<file path="src/rtl/program_loader.sv">
// Program loader: receives a framed instruction image over a byte link and
// writes it into instruction memory, holding the CPU until the load ends.
// Frame: SYNC_BYTE, count hi, count lo, N x 4 instruction bytes, XOR checksum.
module program_loader #(
  parameter logic [7:0]  SYNC_BYTE = 8'h55,
  parameter logic [15:0] MAX_WORDS = 16'd256
) (
  input  logic        Clock,
  input  logic        Reset,
  input  logic [7:0]  iByte,
  input  logic        iByteValid,
  output logic        oReady,
  output logic        oWriteEnable,
  output logic [15:0] oWriteAddress,
  output logic [27:0] oWriteData,
  output logic        oCpuHold,
  output logic        oDone,
  output logic        oError
);

  typedef enum logic [3:0] {
    IDLE, CNT_HI, CNT_LO, B0, B1, B2, B3, WRITE, CHECK, DONE, ERROR
  } state_t;

  state_t      state, state_nx;
  logic        accept;
  logic        is_sync;
  logic        last_word;
  logic [15:0] n_lat;
  logic [15:0] count;
  logic [15:0] addr;
  logic [27:0] word;
  logic [7:0]  csum;

  assign accept        = iByteValid && (state != WRITE);
  assign is_sync       = (iByte == SYNC_BYTE);
  assign n_lat         = {count[15:8], iByte};
  assign last_word     = ((addr + 16'd1) == count);
  assign oWriteAddress = addr;
  assign oWriteData    = word;

  // State register
  always_ff @(posedge Clock or posedge Reset) begin
    if (Reset) state <= IDLE;
    else       state <= state_nx;
  end

  // Next-state and output decode
  always_comb begin
    state_nx     = state;
    oReady       = 1'b1;
    oWriteEnable = 1'b0;
    oCpuHold     = 1'b1;
    oDone        = 1'b0;
    oError       = 1'b0;
    case (state)
      IDLE: begin
        oCpuHold = 1'b0;
        if (accept && is_sync) state_nx = CNT_HI;
      end
      DONE: begin
        oCpuHold = 1'b0;
        oDone    = 1'b1;
        if (accept && is_sync) state_nx = CNT_HI;
      end
      ERROR: begin
        oError = 1'b1;
        if (accept && is_sync) state_nx = CNT_HI;
      end
      CNT_HI: if (accept) state_nx = CNT_LO;
      CNT_LO: begin
        if (accept) begin
          if (n_lat == 16'd0)          state_nx = CHECK;
          else if (n_lat > MAX_WORDS)  state_nx = ERROR;
          else                         state_nx = B0;
        end
      end
      B0: if (accept) state_nx = (iByte[7:4] != 4'd0) ? ERROR : B1;
      B1: if (accept) state_nx = B2;
      B2: if (accept) state_nx = B3;
      B3: if (accept) state_nx = WRITE;
      WRITE: begin
        oReady       = 1'b0;
        oWriteEnable = 1'b1;
        state_nx     = last_word ? CHECK : B0;
      end
      CHECK: if (accept) state_nx = (iByte == csum) ? DONE : ERROR;
      default: state_nx = IDLE;
    endcase
  end

  // Datapath: word count, address counter, word assembly and running checksum
  always_ff @(posedge Clock or posedge Reset) begin
    if (Reset) begin
      count <= '0;
      addr  <= '0;
      word  <= '0;
      csum  <= '0;
    end else begin
      case (state)
        IDLE, DONE, ERROR: begin
          if (accept && is_sync) begin
            count <= '0;
            addr  <= '0;
            csum  <= '0;
          end
        end
        CNT_HI: begin
          if (accept) begin
            count[15:8] <= iByte;
            csum        <= csum ^ iByte;
          end
        end
        CNT_LO: begin
          if (accept) begin
            count <= n_lat;
            csum  <= csum ^ iByte;
          end
        end
        B0: begin
          if (accept) begin
            word[27:24] <= iByte[3:0];
            csum        <= csum ^ iByte;
          end
        end
        B1: begin
          if (accept) begin
            word[23:16] <= iByte;
            csum        <= csum ^ iByte;
          end
        end
        B2: begin
          if (accept) begin
            word[15:8] <= iByte;
            csum       <= csum ^ iByte;
          end
        end
        B3: begin
          if (accept) begin
            word[7:0] <= iByte;
            csum      <= csum ^ iByte;
          end
        end
        // The counter holds on the final word so it never reaches N,
        // keeping the address within 0..MAX_WORDS-1.
        WRITE: if (!last_word) addr <= addr + 16'd1;
        default: ;
      endcase
    end
  end

endmodule

</file>
<file path="config.mk">
export PLATFORM = sky130hd
export DESIGN_NAME = program_loader
export DESIGN_NICKNAME = d
export VERILOG_FILES = /design/src/rtl/program_loader.sv
export SDC_FILE = /design/constraint.sdc
export NUM_CORES = 1
export LEC_CHECK = 0
export ABC_AREA = 0
export ABC_CLOCK_PERIOD_IN_PS = 4010
export CAP_MARGIN = 0
export CORE_ASPECT_RATIO = 1.75
export CORE_MARGIN = 2
export CORE_UTILIZATION = 49
export DETAILED_ROUTE_END_ITERATION = 10
export GPL_TIMING_DRIVEN = 0
export PLACE_DENSITY_LB_ADDON = 0.2
export SKIP_LAST_GASP = 1
export SLEW_MARGIN = 20
export SYNTH_ARGS = -nofsm -noshare
export SYNTH_HDL_FRONTEND = slang
export SYNTH_SLANG_ARGS = --single-unit
</file>
<file path="constraint.sdc">
create_clock -name Clock -period 4.01 [get_ports Clock]
set_input_delay 0.802 -clock Clock [delete_from_list [all_inputs] [get_ports Clock]]
set_output_delay 0.802 -clock Clock [all_outputs]
set_load 0.01 [all_outputs]
</file>
Word level (Yosys, flattened, before mapping)
Index checks and enable logic that the tools add are counted.
- bits in registers: 72
- word-level logic and storage cells: 87
- input port bits: 11
- bitwise operators: 2
- equal/unequal tests: 24
- reductions and logical operators: 21
- add/sub/neg operators: 1
- magnitude comparators: 1
- mux-type cells: 29
- operator list (cell ; count):
    2-to-1 mux 4 bit ; 12
    case mux 4 bit (9 select lines) ; 1
    2-to-1 mux 16 bit ; 2
    2-to-1 mux 8 bit ; 4
    case mux 16 bit (2 select lines) ; 1
    case mux 8 bit (2 select lines) ; 2
    case mux 8 bit (3 select lines) ; 1
    adder 16 x 1 -> 16 bit, second input constant ; 1
    equality test 16 bit ; 1
    equality test 4 x 3 -> 1 bit, second input constant ; 4
    > comparator 16 x 9 -> 1 bit, second input constant ; 1
    zero test 16 bit ; 1
    != test 2 bit, second input constant ; 8
    equality test 4 bit, second input constant ; 3
    AND reduction 3 bit ; 3
    equality test 4 x 2 -> 1 bit, second input constant ; 2
    equality test 8 x 7 -> 1 bit, second input constant ; 1
    equality test 8 bit ; 1
    AND reduction 2 bit ; 4
    AND reduction 8 bit ; 1
    nonzero test 2 bit ; 4
    XOR 8 bit ; 1
    OR reduction 6 bit ; 1
    2-to-1 mux 1 bit ; 5
    11 further kinds ; 13

Logic depth before layout (Yosys ltp)
Gate-level depths: netlist of run 1.
- depth in word-level cells: 5
- depth in mapped cells: 10
- mapped depth without buffers: 8

Worst setup path after synthesis of run 1
No wires, ideal clock.
- path kind: register to register
- from: register addr[0], in the netlist oWriteAddress[0]
- to: register addr[13], in the netlist oWriteAddress[13]
- path buffers: 2
- arrival time: 2.608 ns
- stages on the path, launching flop included: 11
- setup slack: 1.337 ns
- clock period less this slack: 2.673 ns
- cell sequence: dfrtp_1 -> ha_1 -> clkbuf_2 -> nand3_1 -> or3_1 -> xnor2_1 -> a2111oi_1 -> nand4b_1 -> buf_4 -> mux2_4 -> nand2_1
- word-level cells in the longest chain between the ends: 4
- elaborated cells on any way between the ends: 6
- classes of those cells: 1 x add/sub; 2 x eq/ne; 2 x mux; 1 x reduce/logical
- ends and longest elaborated chain (item ; line ; text):
    start: declaration ; 31 ; logic [15:0] addr;
    start signal: assignment ; 146 ; WRITE: if (!last_word) addr <= addr + 16'd1;
    adder 16 x 1 -> 16 bit (*) ; 38, 146 ;
    equality test 16 bit ; 38 ; assign last_word = ((addr + 16'd1) == count);
    != test 2 bit (no source line) ; - ;
    AND reduction 3 bit (no source line) ; - ;
Every way passes the cells marked *; elsewhere a longest branch is shown, timed or not. The select of a mux whose other input is x is not followed.
A chain may end at the register's enable or synchronous reset.

Final worst setup path of run 1
- from: register state[0]
- to: output oReady
- word-level cells in the longest chain between the ends: 2
- ends and longest elaborated chain (item ; line ; text):
    start: declaration ; 25 ; state_t state, state_nx;
    start signal: assignment ; 45 ; else state <= state_nx;
    equality test 4 x 3 -> 1 bit ; 56 ; case (state)
    2-to-1 mux 1 bit ; 56 ;
    end: declaration ; 12 ; output logic oReady,
Every way passes these cells.

==> results.toml, run 1 <==
[yosys]
yosysWarnings = 0
syn_nets = 478
ys_async_sr_fraction_pct = 100.0
synthDistinctLibCells = 61
yosys.area.top_type = "dfrtp_1"
ys_ff_latch = 72
synthAdderAreaFrac_pct = 0.2946
synth-main-ff-cell = "dfrtp_1"
synth_compound_area_share_pct = 14.99
synth_simple_gate_area_share_pct = 23.21
synth_mux_area_share_pct = 10.84
yosysSeqAreaShare_pct = 42.42
synth_area_leaders = "dfrtp_1 42%, mux2_2 8.5%, nand2_1 5.5%"
syn-instance-count = 466
synth_xor_xnor_area_share_pct = 3.918
synth_top_cell_area_share_pct = 42.42
synth-edff-count = 0
synth_top_family_by_area = "simple AND/OR/NAND/NOR gates"
postSynthAreaPerCell_um2 = 9.116
synth_area_um2 = 4248

[worst_setup_path]
crit_chain = "and2_0 > nand2_1 > clkbuf_1 > clkbuf_1 > clkdlybuf4s50_1"
critPathLaunchType = "flip-flop"
crit_top_cell = "clkbuf_1"
cp.arrival_ns = 2.87
crit_slowest_cell = "clkdlybuf4s50_1"
required_ns = 3.21
critPathKind = "flip-flop to output pin"
path_max_fanout = 10
end_kind = "output pin"
cp_slowest_stage_delay_ns = 0.65

[clocking]
cts_setup_buffers = 0
cts_sinks = 72
ctsResizeCount = 0
cts_tree = "done"
cts-root-buf = "clkbuf_16"
numCtsBuffers = 9
h-tree-depth = 3
hold_buffers = 0
clk_path_buf_depth = 2
clk_pin_slew_ns = 0.06
clkLatencyLatePin_ns = 0.33

[timing]
fin_skew_ns = 0.005891
maxSlewHeadroom_pct = 48.05
timing.hold.ws_ns = 0.5051
timing.final.crit_period_ns = 3.677
fmax_mhz = 272.0
final-max-slew-violation-count = 0
finalSetupViolations = 0
fin_tns_setup_ns = 0
period_share_pct = 91.69
hold_violations = 0
max_slew.worst_pin.slew_ns = 0.7733
rsz0062_at_grt = "no"

[routing]
wl_per_cell_um = 17.69
dr.first_iter.drc_count = 178
wirelength_mm = 11.59
viasPerCell = 5.823
drcViolationCount = 0
num_vias = 3814
first_pass_iters = 7
ant_nets = 0

[cells_and_area]
area_delta_synth_final_pct = 24.27
most-common-layout-cells = "72 x dfrtp_1, 62 x nand2_1, 55 x clkdlybuf4s50_1"
n_antenna_cell = 0
finalNetCount = 545
fillers = 772
fin_util_pct = 61.68
final_layout_size_suffix_gt1_share_pct = 13.75
final_common_cell = "dfrtp_1"

[power]
p_int_mw = 2.151
p_clk_share_pct = 23.0
power.leakage_nw = 2.255
switching_share_pct = 38.92
p_switching_mw = 1.371
peakVddDrop_mv = 0.4993
power.density_nw_per_um2 = 667.1
power.share.combinational_pct = 44.9
seqPwrFrac_pct = 32.1

[outcome]
status = "finished clean"

[flow_run]
maxCapViolCount = 0

[floorplanning]
die_x_um = 74.38
std_cell_rows = 45
num_io_pins = 60
coreArea_um2 = 8558
die-area_um2 = 9459
initial_core_util_pct = 49.63
die_h_um = 127.2

[min_path]
hold_path.class = "flip-flop to flip-flop"

[grt]
antenna_found_initial = 0
grt_pass1_wl_mm = 18.80
grt_pass1_vias = 3898
grt_usage_pct = 26.10
grt_start_max_net_pins = 39
grt_overflow = 0

[place]
hpwlAfterDp_mm = 8.636
gp_congestion = 0.9571
port_buffers = 55
critical path: cells and delay by family (launching register included):
family / cells / cell delay [ns]
buffers and inverters: 3 / 1.63
flip-flops: 1 / 0.43
AND/OR/NAND/NOR: 2 / 0.48
cell type report:
class                   instances  area (µm²)  area share, %
multi-input cells             350        2267          42.95
flip-flops and latches         72        1802          34.13
repair buffers                 56       570.5          10.81
clock buffers                  10       239.0          4.527
well taps                     117       146.4          2.773
plain buffers                  32       138.9          2.631
clock inverters                 6       67.56          1.280
inverters                      12       47.55         0.9007
power groups by stage:
stage	clock network [mW]	logic [mW]	registers (mW)
2_1_floorplan	0	1.01	1.15
3_3_place_gp	0	1.53	1.13
3_5_place_dp	0	1.56	1.14
4_1_cts	0.826	1.57	1.13
5_1_grt	0.857	1.74	1.16
6_report	0.811	1.58	1.13
metrics by stage:
stage / cells / worst slack (ns) / total power, mW / area (µm²)
global route: 655 / 0.2461 / 3.755 / 5279
finish: 655 / 0.3333 / 3.521 / 5279
floorplan: 466 / 1.337 / 2.154 / 4248
CTS: 655 / 0.3730 / 3.523 / 5274
detailed placement: 639 / 0.3996 / 2.697 / 4967
global placement: 638 / 0.1618 / 2.660 / 4945
path summary, 6_finish.rpt:
kind | start | to | slack [ns] | depth (start not counted)
max in group asynchronous | Reset | oWriteData[5] | 2.63 | 3
max reg2reg | oWriteAddress[0] | oWriteAddress[11] | 0.70 | 10
max | state[0] | oReady | 0.33 | 5
min reg2reg | count[0] | count[0] | 0.51 | 2
min | count[0] | count[0] | 0.51 | 2
min in group asynchronous | Reset | state[2] | 0.84 | 2
registers in the layout, summed over array words and instances, names as in the netlist:
signal         cells
oWriteData        28
oWriteAddress     16
state              4
csum               8
count             16
metal layers:
metal  part of all wire [%]  wire length [µm]  GRT usage, %  vias to the layer above
met5                      0                 0             0                        -
met2                     53              6189         44.51                      111
met1                     37              4273         27.62                     1844
li1                       -                 -             -                     1801
met4                    6.5               754         19.96                        0
met3                    3.2               369         4.022                       58
cell families (layout without fill, tap and decap cells):
logic type               after synthesis  in the layout
adder cells (fa/ha/maj)                1              1
XOR/XNOR                              19             19
multiplexers                          41             41
flip-flops                            72             72
buffers and inverters                 44            116
AO/OA/AOI/OAI                         96             96
AND/OR/NAND/NOR                      193            193
cell usage after synthesis (all sizes together) (4+ instances only):
cell and n:
dfrtp 72, nand2 62, nor2 39, mux2 34
o21ai 34, clkbuf 21, nor3 16, nand3 15
xnor2 14, inv 12, nand2b 12, a21oi 11
buf 11, nand4 10, a22o 9, and2 8
mux2i 7, nor4 7, nor2b 5, o22ai 5
o31ai 5, or4 5, xor2 5, a211o 4
o2111ai 4
No activity file was read; power rests on OpenSTA's default activity.
==> run 2: changes to the inputs <==
Settings changed: CAP_MARGIN 0 to 20.
==> results of run 2 <==
Same layout as run 1: the final DEF is identical, and so are final timing and power.
